`config.mk`:
```
export PLATFORM = sky130hd
export DESIGN_NAME = spi_slave_param
export DESIGN_NICKNAME = d
export VERILOG_FILES = /design/src/rtl/spi_pkg.sv /design/src/rtl/spi_shifter.sv /design/src/rtl/spi_slave_param.sv
export SDC_FILE = /design/constraint.sdc
export NUM_CORES = 1
export LEC_CHECK = 0
export ABC_AREA = 1
export BUFFER_PORTS_ARGS = -buffer_cell sky130_fd_sc_hd__buf_2
export CAP_MARGIN = 25
export CORE_MARGIN = 2
export CORE_UTILIZATION = 55
export CTS_BUF_LIST = sky130_fd_sc_hd__clkbuf_8
export DETAILED_ROUTE_END_ITERATION = 8
export PLACE_DENSITY = 0.79
export REMOVE_ABC_BUFFERS = 1
export SLEW_MARGIN = 20
export SYNTH_ARGS = -nofsm -noshare
export SYNTH_HDL_FRONTEND = slang
export SYNTH_HIERARCHICAL = 1
export SYNTH_SLANG_ARGS = --single-unit
```
`constraint.sdc`:
```
create_clock -name clk -period 1.45 [get_ports clk]
set_input_delay 0.0725 -clock clk [delete_from_list [all_inputs] [get_ports clk]]
set_output_delay 0.0725 -clock clk [all_outputs]
set_load 0.01 [all_outputs]
```
`src/rtl/spi_pkg.sv`:
```
// Shared types for the parametrised SPI slave front-end: FSM state encoding,
// command codes of the SPI-to-RAM protocol and a small state classifier.
package spi_pkg;

   typedef enum logic [2:0] {
      IDLE      = 3'd0,
      CHK_CMD   = 3'd1,
      WRITE     = 3'd2,
      READ_ADD  = 3'd3,
      READ_DATA = 3'd4,
      WAIT_TX   = 3'd5,
      TX_SHIFT  = 3'd6,
      DONE      = 3'd7
   } spi_state_e;

   // Upper two bits of a received word as interpreted by the RAM wrapper.
   localparam logic [1:0] CMD_WR_ADDR = 2'b00;
   localparam logic [1:0] CMD_WR_DATA = 2'b01;
   localparam logic [1:0] CMD_RD_ADDR = 2'b10;
   localparam logic [1:0] CMD_RD_DATA = 2'b11;

   function automatic logic is_rx_state(input spi_state_e s);
      return (s == WRITE) || (s == READ_ADD) || (s == READ_DATA);
   endfunction

endpackage

```
`src/rtl/spi_shifter.sv`:
```
// Shift register usable as serial-in/parallel-out or parallel-in/serial-out.
// LSB_FIRST=1 shifts towards bit 0 (serial out at [0], serial in at MSB).
module spi_shifter #(
   parameter int WIDTH     = 8,
   parameter bit LSB_FIRST = 1'b1
) (
   input  logic             clk,
   input  logic             rst,
   input  logic             load_en,
   input  logic [WIDTH-1:0] load_data,
   input  logic             shift_en,
   input  logic             ser_i,
   output logic [WIDTH-1:0] par_next_o,
   output logic             ser_o
);

   logic [WIDTH-1:0] sr_q, sr_d;
   logic [WIDTH-1:0] shifted;
   logic [WIDTH+1:0] wide;

   // Padding the register with the serial input on both ends makes either
   // shift direction a plain slice, valid down to WIDTH=1.
   always_comb begin
      wide    = {ser_i, sr_q, ser_i};
      shifted = LSB_FIRST ? wide[WIDTH+1:2] : wide[WIDTH-1:0];
      sr_d    = sr_q;
      if (load_en) begin
         sr_d = load_data;
      end else if (shift_en) begin
         sr_d = shifted;
      end
   end

   always_ff @(posedge clk) begin
      if (rst) begin
         sr_q <= '0;
      end else begin
         sr_q <= sr_d;
      end
   end

   assign par_next_o = sr_d;
   assign ser_o      = LSB_FIRST ? sr_q[0] : sr_q[WIDTH-1];

endmodule

```
`src/rtl/spi_slave_param.sv`:
```
// SPI slave front-end: receives DATA_W+2 bit words after a direction bit,
// serves read data from tx_data, and flags aborted or timed-out frames.
module spi_slave_param
   import spi_pkg::*;
#(
   parameter int DATA_W       = 8,
   parameter bit RX_LSB_FIRST = 1'b1,
   parameter bit TX_LSB_FIRST = 1'b0,
   parameter int TX_TIMEOUT   = 16
) (
   input  logic              clk,
   input  logic              rst,
   input  logic              SS_n,
   input  logic              MOSI,
   output logic              MISO,
   output logic [DATA_W+1:0] rx_data,
   output logic              rx_valid,
   input  logic [DATA_W-1:0] tx_data,
   input  logic              tx_valid,
   output logic              frame_err,
   output logic              busy
);

   localparam int W     = DATA_W + 2;
   localparam int CNT_W = $clog2(W + 1);
   localparam int TO_W  = $clog2(TX_TIMEOUT + 1);

   localparam logic [CNT_W-1:0] RX_LAST = CNT_W'(W - 1);
   localparam logic [CNT_W-1:0] TX_LAST = CNT_W'(DATA_W - 1);
   localparam logic [TO_W-1:0]  TO_LAST = TO_W'(TX_TIMEOUT - 1);

   spi_state_e        state_q, state_d;
   logic [CNT_W-1:0]  bit_cnt_q, bit_cnt_d;
   logic [TO_W-1:0]   to_cnt_q, to_cnt_d;
   logic              rd_addr_seen_q, rd_addr_seen_d;
   logic [W-1:0]      rx_data_q, rx_data_d;
   logic              rx_valid_q, rx_valid_d;
   logic              frame_err_q, frame_err_d;

   logic              rx_shift_en;
   logic              tx_load_en;
   logic              tx_shift_en;
   logic [W-1:0]      rx_next;
   logic              rx_ser;
   logic [DATA_W-1:0] tx_next;
   logic              tx_ser;
   logic              unused_bits;

   spi_shifter #(
      .WIDTH     (W),
      .LSB_FIRST (RX_LSB_FIRST)
   ) u_rx_shifter (
      .clk        (clk),
      .rst        (rst),
      .load_en    (1'b0),
      .load_data  ({W{1'b0}}),
      .shift_en   (rx_shift_en),
      .ser_i      (MOSI),
      .par_next_o (rx_next),
      .ser_o      (rx_ser)
   );

   spi_shifter #(
      .WIDTH     (DATA_W),
      .LSB_FIRST (TX_LSB_FIRST)
   ) u_tx_shifter (
      .clk        (clk),
      .rst        (rst),
      .load_en    (tx_load_en),
      .load_data  (tx_data),
      .shift_en   (tx_shift_en),
      .ser_i      (1'b0),
      .par_next_o (tx_next),
      .ser_o      (tx_ser)
   );

   assign unused_bits = ^{rx_ser, tx_next};

   always_comb begin
      state_d        = state_q;
      bit_cnt_d      = bit_cnt_q;
      to_cnt_d       = to_cnt_q;
      rd_addr_seen_d = rd_addr_seen_q;
      rx_data_d      = rx_data_q;
      rx_valid_d     = 1'b0;
      frame_err_d    = 1'b0;
      rx_shift_en    = is_rx_state(state_q) && !SS_n;
      tx_load_en     = 1'b0;
      tx_shift_en    = 1'b0;

      case (state_q)
         IDLE: begin
            if (!SS_n) state_d = CHK_CMD;
         end
         CHK_CMD: begin
            if (SS_n) begin
               state_d = IDLE;
            end else begin
               bit_cnt_d = '0;
               if (!MOSI)               state_d = WRITE;
               else if (rd_addr_seen_q) state_d = READ_DATA;
               else                     state_d = READ_ADD;
            end
         end
         WRITE, READ_ADD, READ_DATA: begin
            if (SS_n) begin
               frame_err_d = 1'b1;
               state_d     = IDLE;
            end else if (bit_cnt_q == RX_LAST) begin
               rx_data_d  = rx_next;
               rx_valid_d = 1'b1;
               to_cnt_d   = '0;
               if (state_q == READ_DATA) begin
                  state_d = WAIT_TX;
               end else begin
                  state_d = DONE;
                  if (state_q == READ_ADD) rd_addr_seen_d = 1'b1;
               end
            end else begin
               bit_cnt_d = bit_cnt_q + CNT_W'(1);
            end
         end
         WAIT_TX: begin
            // Deselect beats a simultaneous tx_valid: the frame is gone.
            if (SS_n) begin
               frame_err_d = 1'b1;
               state_d     = IDLE;
            end else if (tx_valid) begin
               tx_load_en = 1'b1;
               bit_cnt_d  = '0;
               state_d    = TX_SHIFT;
            end else if (to_cnt_q == TO_LAST) begin
               frame_err_d = 1'b1;
               state_d     = DONE;
            end else begin
               to_cnt_d = to_cnt_q + TO_W'(1);
            end
         end
         TX_SHIFT: begin
            if (SS_n) begin
               frame_err_d = 1'b1;
               state_d     = IDLE;
            end else if (bit_cnt_q == TX_LAST) begin
               rd_addr_seen_d = 1'b0;
               state_d        = DONE;
            end else begin
               tx_shift_en = 1'b1;
               bit_cnt_d   = bit_cnt_q + CNT_W'(1);
            end
         end
         DONE: begin
            if (SS_n) state_d = IDLE;
         end
         default: state_d = IDLE;
      endcase
   end

   always_ff @(posedge clk) begin
      if (rst) begin
         state_q        <= IDLE;
         bit_cnt_q      <= '0;
         to_cnt_q       <= '0;
         rd_addr_seen_q <= 1'b0;
         rx_data_q      <= '0;
         rx_valid_q     <= 1'b0;
         frame_err_q    <= 1'b0;
      end else begin
         state_q        <= state_d;
         bit_cnt_q      <= bit_cnt_d;
         to_cnt_q       <= to_cnt_d;
         rd_addr_seen_q <= rd_addr_seen_d;
         rx_data_q      <= rx_data_d;
         rx_valid_q     <= rx_valid_d;
         frame_err_q    <= frame_err_d;
      end
   end

   assign MISO      = (state_q == TX_SHIFT) && tx_ser;
   assign rx_data   = rx_data_q;
   assign rx_valid  = rx_valid_q;
   assign frame_err = frame_err_q;
   assign busy      = (state_q != IDLE);

endmodule

```
==> flow_summary.toml, run 1 <==
[sta]
timing.hold.ws_ns = 0.06905
setup_violations = 23
max_freq_ghz = 0.6334
fin_crit_sh_pct = 108.9
finalCriticalPeriod_ns = 1.579
clock_skew_ns = 0.006048
rsz0062_at_grt = "true"
finalHoldViolCount = 0
final.setup.worst_slack_ns = -0.1288
slew_violations = 0
final.setup.tns_ns = -1.199

[setup_path]
crit_required_ns = 1.69
critical_path.most_common_cell = "nor2_4"
cp_num_buf_inv = 0
crit_path_top_delay_cell = "dfxtp_2"
end_kind = "register"
path_max_fanout = 6
r2r_start = "to_cnt_q[0]"
startpoint = "to_cnt_q[0]"
slowest_delay_ns = 0.35
path_class = "reg2reg"
cp_cell_sequence = "ha_4 > nand2_4 > nor2_4 > ha_4 > nor2_4 > nor2_4 > nor2_4 > nand3_1 > a21oi_2"
critical-path-top-delay-family = "simple AND/OR/NAND/NOR gates"
start_kind = "register"
cp_data_arrival_time_ns = 1.81

[cts]
numCtsBuffers = 5
cts_root_buf = "clkbuf_8"
cts_tree = "yes"
clk_latency_ns = 0.30
cts.sinks = 43
cts_max_level = 2
clockBufferDepth = 2
path_clk_slew_ns = 0.08

[status]
violations = "setup timing"
status = "finished, violations left"

[placed_design]
dp_hpwl_mm = 4.050
port_buffers = 26
dp_slack_ns = -0.1215
gp_congestion = 0.9438
place_area_um2 = 2892
dp_cells = 482

[grt]
grt_max_degree = 26
grt_pass1_vias = 2331
grtUsageTotal_pct = 24.14
antenna_found_initial = 0
grt_remaining_overflow = 0
grt_first_pass_wirelength_mm = 9.632

[cells_and_area]
final_cells = 496
final_cell_mix = "nand2_1, buf_4, dfxtp_1"
nNetsFinal = 460
drive_gt1_share_pct = 46.40
antenna_cells = 0
areaGrowthSynthToFinish_pct = 47.71
finish.utilization_pct = 82.63
final_common_cell = "nand2_1"
stdcell_area_um2 = 3548

[drt]
wl_per_cell_um = 14.85
drtIter0Drc = 232
wl_met2_mm = 3.825
drcViolationCount = 0
viasPerCell = 5.506
final_antenna_net_count = 0
wirelength_met1_mm = 2.853
num_vias = 2731
highest_layer = "met4"
routed-wl-met3_um = 437
wirelength_mm = 7.366
dr.pass1.iters = 5

[pwr]
irDropWorstVdd_mv = 0.4813
p_leak_nw = 1.579
power_mw = 2.814
power_density_nw_per_um2 = 792.9

[worst_hold_path]
hold_path_class = "in2reg"
hold_start = "tx_data[2]"

[logic_synthesis]
syn_inst = 363
syn_area_um2 = 2402
ys_warn_count = 6
avgSynthCellArea_um2 = 6.618

[die]
start_util_pct = 55.94
die_h_um = 70.09
core_area_um2 = 4294
rows = 24
io-pin-count = 27
dieWidth_um = 70.09
die-area_um2 = 4913

[run]
cap_viol_max_count = 0
==> worst paths after layout <==
check	endpoint	slack, ns	cells past startpoint
hold / removal	u_tx_shifter/sr_q[2]	0.07	4
setup reg to reg	to_cnt_q[2]	-0.13	9
hold reg to reg	rx_data[7]	0.47	2
setup / recovery	to_cnt_q[2]	-0.13	9
==> worst min-delay path, delay by kind of cell <==
| family | cells | cell delay, ns |
|---|---|---|
| and+or+nand+nor | 3 | 0.20 |
| buffers and inverters | 1 | 0.07 |
==> state kept, by name, summed over array words and instances, names as in the netlist <==
name / count
bit_cnt_q: 4
frame_err: 1
rd_addr_seen_q: 1
rx_data: 10
rx_valid: 1
state_q: 3
to_cnt_q: 5
u_rx_shifter/sr_q: 10
u_tx_shifter/sr_q: 8
==> final cells by class <==
type / count / area, um^2
Timing Repair inverter: 1 / 7.507
Timing Repair Buffer: 76 / 570.5
Clock buffer: 6 / 82.58
Tap cell: 52 / 65.06
Fill cell: 267 / 745.7
Multi-Input combinational cell: 283 / 1778
Clock inverter: 2 / 35.03
Inverter: 33 / 131.4
Sequential cell: 43 / 878.3
==> routing by layer <==
layer / global-route usage (%) / vias to the layer above
met3: 5.195 / 30
met2: 43.70 / 129
li1: - / 1309
met1: 27.60 / 1263
met4: 9.188 / 0
met5: 0 / -
==> what timing repair did <==
item | 4_1_cts | 5_1_grt
pin swaps | 11 | 56
buffers inserted | 0 | 5
setup endpoints to repair | 41 | 39
gates cloned | 0 | 1
hold endpoints to repair | 0 | 0
gates resized for setup | 26 | 111
hold buffers | 0 | 0
==> where the power goes <==
| part | leakage, nW | switching [mW] | internal (mW) |
|---|---|---|---|
| Clock | 0.0612 | 0.415 | 0.557 |
| Sequential | 0.354 | 0.0431 | 1.22 |
| Combinational | 1.16 | 0.341 | 0.238 |
| Total | 1.58 | 0.799 | 2.01 |
No activity file was read; power rests on OpenSTA's default activity.
==> run 2, diff against run 1 <==
--- a/config.mk
+++ b/config.mk
@@ -12,7 +12,7 @@
 export CORE_UTILIZATION = 55
 export CTS_BUF_LIST = sky130_fd_sc_hd__clkbuf_8
 export DETAILED_ROUTE_END_ITERATION = 8
-export PLACE_DENSITY = 0.79
+export PLACE_DENSITY = 0.75
 export REMOVE_ABC_BUFFERS = 1
 export SLEW_MARGIN = 20
 export SYNTH_ARGS = -nofsm -noshare
==> constraint.sdc (replaced) <==
create_clock -name clk -period 1.45 [get_ports clk]
set_input_delay 0.0725 -clock clk [delete_from_list [all_inputs] [get_ports clk]]
set_output_delay 0.0725 -clock clk [all_outputs]
set_load 0.1 [all_outputs]
==> run 2 against run 1 <==
Compared with the run above: the flow still finishes with violations (setup timing); final cell count is 0.40% lower; register-to-register slack gained 0.02 ns; critical endpoint is now state_q[2]; via count fell by 6.8%; largest power group unchanged.
==> flow_summary.toml, run 2 (same netlist as run 1, synthesis figures left out) <==
[status]
status = "finished, violations left"
violations = "setup timing"

[sta]
slew_violations = 0
rsz0062_at_grt = "true"
fin_crit_sh_pct = 107.4
setup_violations = 13
clock_skew_ns = 0.009620
timing.hold.ws_ns = 0.06965
max_freq_ghz = 0.6423
final.setup.worst_slack_ns = -0.1069
finalHoldViolCount = 0
finalCriticalPeriod_ns = 1.557

[pwr]
irDropWorstVdd_mv = 0.6456
power_mw = 2.799
power_density_nw_per_um2 = 837.5
pwr-share-comb_pct = 21.7
switching_share_pct = 29.39
p_leak_nw = 1.489
p_seq_share_pct = 44.7
intPower_mw = 1.976
clkPwrFrac_pct = 33.6
switchingPower_mw = 0.8227

[setup_path]
cp_data_arrival_time_ns = 1.79
path_max_fanout = 3
path_class = "reg2reg"
start_kind = "register"
end_kind = "register"
crit_required_ns = 1.68
r2r_setup_slack_ns = -0.11

[drt]
final_antenna_net_count = 0
wirelength_mm = 6.328
drcViolationCount = 0
viasPerCell = 5.154
wl_per_cell_um = 12.81
dr.pass1.iters = 6
num_vias = 2546
drtIter0Drc = 231

[die]
io-pin-count = 27
core_area_um2 = 4294
dieWidth_um = 70.09
start_util_pct = 55.94
die-area_um2 = 4913
die_h_um = 70.09
rows = 24

[cts]
cts-hold-fix-buffers = 0
clk_latency_ns = 0.30
numCtsBuffers = 5
cts.sinks = 43
cts_max_level = 2
cts_tree = "yes"
cts_root_buf = "clkbuf_8"
clockBufferDepth = 2
path_clk_slew_ns = 0.08

[worst_hold_path]
hold_path_class = "in2reg"

[run]
cap_viol_max_count = 0

[grt]
grt_remaining_overflow = 0
grtUsageTotal_pct = 25.12
grt_max_degree = 39
grt_first_pass_wirelength_mm = 9.977
antenna_found_initial = 0
grt_pass1_vias = 2312

[cells_and_area]
drive_gt1_share_pct = 37.78
antenna_cells = 0
final_common_cell = "nand2_1"
areaGrowthSynthToFinish_pct = 39.11
final_cell_mix = "nand2_1, nand3_1, buf_4"
final_cells = 494
nNetsFinal = 458

[placed_design]
gp_congestion = 0.8872
port_buffers = 26
dp_hpwl_mm = 3.863
dp_cells = 482
dp_slack_ns = -0.09058
==> run 2: power groups by stage <==
| stage | logic, mW | clock network (mW) | registers (mW) |
|---|---|---|---|
| after CTS | 0.551 | 0.954 | 1.25 |
| after global placement | 0.511 | 0 | 1.27 |
| after floorplan | 0.288 | 0 | 1.28 |
| after global routing | 0.658 | 1.01 | 1.26 |
| final | 0.607 | 0.941 | 1.25 |
| after detailed placement | 0.520 | 0 | 1.27 |
==> run 2: final timing paths <==
kind / endpoint / from / cells past startpoint
worst max-delay path: state_q[2] / to_cnt_q[1] / 11
worst min-delay path: u_tx_shifter/sr_q[3] / tx_data[3] / 4
worst max register to register: state_q[2] / to_cnt_q[1] / 11
worst min register to register: rx_data[4] / rx_data[4] / 2
==> run 2: cell type report <==
cell class,instances,area (um^2)
Clock inverter,3,43.79
Clock buffer,5,68.82
Fill cell,293,952.2
Tap cell,52,65.06
Sequential cell,43,877.1
Timing Repair Buffer,74,559.3
Timing Repair inverter,1,7.507
Inverter,33,128.9
Multi-Input combinational cell,283,1592
==> run 2: timing repair <==
action                     CTS  global route
gates resized for setup     41            42
gates cloned                 1             0
pin swaps                   21            32
setup buffers                1             2
setup endpoints to repair   41            39
==> run 2: worst max-delay path: stages, from the launching register on <==
cell and delay [ns]:
dfxtp_2 0.35, ha_4 0.17, nand2_4 0.07, nor2_4 0.04
ha_4 0.17, nor2_4 0.15, nand3_2 0.13, inv_2 0.10
nor2_4 0.05, nand2_2 0.09, nand2_1 0.07, a21oi_2 0.11
==> run 2: stage by stage <==
step,utilization [%],cell area (um^2),TNS (ns)
finish,77.83,3342,-0.6493
global route,77.83,3342,-2.887
CTS,74.01,3178,-0.2858
detailed placement,68.04,2922,-1.402
global placement,68.04,2922,-1.073
floorplan,-,2346,-5.471
==> run 2: metal layers <==
layer / track usage (%) / share of wire (%) / vias to the layer above
met3: 5.483 / 5.1 / 24
met5: 0 / 0 / -
li1: - / - / 1285
met2: 43.07 / 50 / 86
met4: 10.47 / 2.8 / 0
met1: 30.34 / 42 / 1151
==> run 3, diff against run 2 <==
--- a/config.mk
+++ b/config.mk
@@ -10,10 +10,9 @@
 export CAP_MARGIN = 25
 export CORE_MARGIN = 2
 export CORE_UTILIZATION = 55
-export CTS_BUF_LIST = sky130_fd_sc_hd__clkbuf_8
+export CTS_BUF_LIST = sky130_fd_sc_hd__clkbuf_2 sky130_fd_sc_hd__clkbuf_4 sky130_fd_sc_hd__clkbuf_8
 export DETAILED_ROUTE_END_ITERATION = 8
 export PLACE_DENSITY = 0.75
-export REMOVE_ABC_BUFFERS = 1
 export SLEW_MARGIN = 20
 export SYNTH_ARGS = -nofsm -noshare
 export SYNTH_HDL_FRONTEND = slang
==> constraint.sdc (replaced) <==
create_clock -name clk -period 1.45 [get_ports clk]
set_input_delay 0.2175 -clock clk [delete_from_list [all_inputs] [get_ports clk]]
set_output_delay 0.2175 -clock clk [all_outputs]
set_load 0.1 [all_outputs]
==> run 3 against run 2 <==
Compared with the run above: largest power group unchanged; the flow still finishes with violations (setup timing); setup slack got worse by 0.017 ns; global-route usage decreased by 1.0 points; sequential cell count unchanged; power decreased by 6.1%; highest routed layer unchanged.
==> flow_summary.toml, run 3 (same netlist as run 1, synthesis figures left out) <==
[status]
status = "finished, violations left"
violations = "setup timing"

[cts]
cts.sinks = 43
path_clk_slew_ns = 0.08
clockBufferDepth = 2
cts-hold-fix-buffers = 0
cts_root_buf = "clkbuf_8"
cts_max_level = 2
clk_latency_ns = 0.29
numCtsBuffers = 5
cts_tree = "yes"

[sta]
max_freq_ghz = 0.6352
clock_skew_ns = 0.003370
setup_violations = 28
finalHoldViolCount = 0
fin_crit_sh_pct = 108.6
slew_violations = 0
rsz0062_at_grt = "true"
final.setup.tns_ns = -1.563
finalCriticalPeriod_ns = 1.574
final.setup.worst_slack_ns = -0.1242

[die]
io-pin-count = 27
die-area_um2 = 4913
rows = 24
die_h_um = 70.09
start_util_pct = 55.94
core_area_um2 = 4294
dieWidth_um = 70.09

[run]
cap_viol_max_count = 0

[cells_and_area]
final_common_cell = "nand2_1"
nNetsFinal = 458
multi_input_area_um2 = 1590
fill_cells = 292
antenna_cells = 0
final_cell_mix = "nand2_1, nand3_1, buf_4"
drive_gt1_share_pct = 38.46
stdcell_area_um2 = 3344
seqCellArea_um2 = 877.1
areaGrowthSynthToFinish_pct = 39.22

[grt]
grtUsageTotal_pct = 24.10
grt_pass1_vias = 2270
grt_util_met3_pct = 4.329
grt_first_pass_wirelength_mm = 9.687
grt_use_met2_pct = 40.63
grt_max_degree = 24
grt_remaining_overflow = 0
top_usage_layer = "met2"
grtUsageMet1_pct = 31.10
antenna_found_initial = 0

[pwr]
pwr-share-comb_pct = 22.6
switchingPower_mw = 0.8022
clkPwrFrac_pct = 29.8
power_mw = 2.627
p_seq_share_pct = 47.7
intPower_mw = 1.825
p_leak_nw = 1.478
irDropWorstVdd_mv = 0.7011
power_density_nw_per_um2 = 785.5
switching_share_pct = 30.54

[setup_path]
path_max_fanout = 2
start_kind = "register"
path_class = "reg2reg"
crit_required_ns = 1.64
cp_data_arrival_time_ns = 1.76
end_kind = "register"

[drt]
viasPerCell = 5.229
final_antenna_net_count = 0
num_vias = 2583
wirelength_mm = 6.434
drtIter0Drc = 201
wl_per_cell_um = 13.02
dr.pass1.iters = 4
drcViolationCount = 0

[placed_design]
gp_congestion = 0.9040
dp_hpwl_mm = 3.840
place_area_um2 = 2922
port_buffers = 26
dp_slack_ns = -0.1043

[worst_hold_path]
hold_path_class = "in2reg"
run 3: cell count changes in the layout (fill, tap and decap cells not counted), sizes merged:
cell / delta
clkinvlp: -1
clkbuf: +3
bufinv: -1
clkinv: -1
run 3: power groups by stage:
stage | registers (mW) | clock network, mW | logic [mW]
global placement | 1.28 | 0 | 0.491
finish | 1.25 | 0.782 | 0.592
CTS | 1.25 | 0.796 | 0.517
detailed placement | 1.28 | 0 | 0.501
global route | 1.26 | 0.839 | 0.642
floorplan | 1.27 | 0 | 0.337
run 3: final cells by class:
cell class,count,area share (%)
Clock buffer,7,2.507
Clock inverter,1,0.1496
Inverter,33,4.003
Multi-Input combinational cell,283,47.55
Sequential cell,43,26.23
Tap cell,52,1.945
Timing Repair Buffer,75,17.62
run 3: critical path, stage by stage, from the launching register on:
cell and delay (ns):
dfxtp_2 0.36, ha_4 0.14, nand2_2 0.05, nor2_2 0.11
ha_2 0.21, nor2_4 0.05, nand3_2 0.09, nand3_2 0.09
nor2_4 0.13, nand2_2 0.09, nand2_1 0.09, nor2_1 0.05
run 3: what timing repair did:
| item | 4_1_cts | 5_1_grt |
|---|---|---|
| endpoints found under the setup margin | 37 | 37 |
| setup buffers | 3 | 5 |
| gates cloned | 0 | 1 |
| pin swaps | 15 | 29 |
| resized for setup | 24 | 55 |
run 3: worst paths after layout:
check,slack (ns),end,start,cells past startpoint
hold / removal,0.23,u_tx_shifter/sr_q[6],tx_data[6],4
setup reg to reg,-0.12,state_q[0],to_cnt_q[1],11
hold reg to reg,0.47,rx_data[9],rx_data[9],2
setup / recovery,-0.12,state_q[0],to_cnt_q[1],11
run 3: per-layer routing:
metal	up-vias	share of wire (%)	wire, um
met1	1208	44	2828
met2	59	50	3201
li1	1299	-	-
met4	0	2.8	177
met3	17	3.5	225
met5	-	0	0
run 3: stage by stage:
| step | hold slack [ns] | instances | utilization [%] |
|---|---|---|---|
| 6_report | 0.2272 | 494 | 77.88 |
| 5_1_grt | 0.2379 | 494 | 77.88 |
| 4_1_cts | 0.2276 | 488 | 71.91 |
| 3_5_place_dp | 0.4515 | 477 | 68.04 |
| 3_3_place_gp | 0.4442 | 477 | 68.04 |
| 2_1_floorplan | 0.3851 | 374 | - |
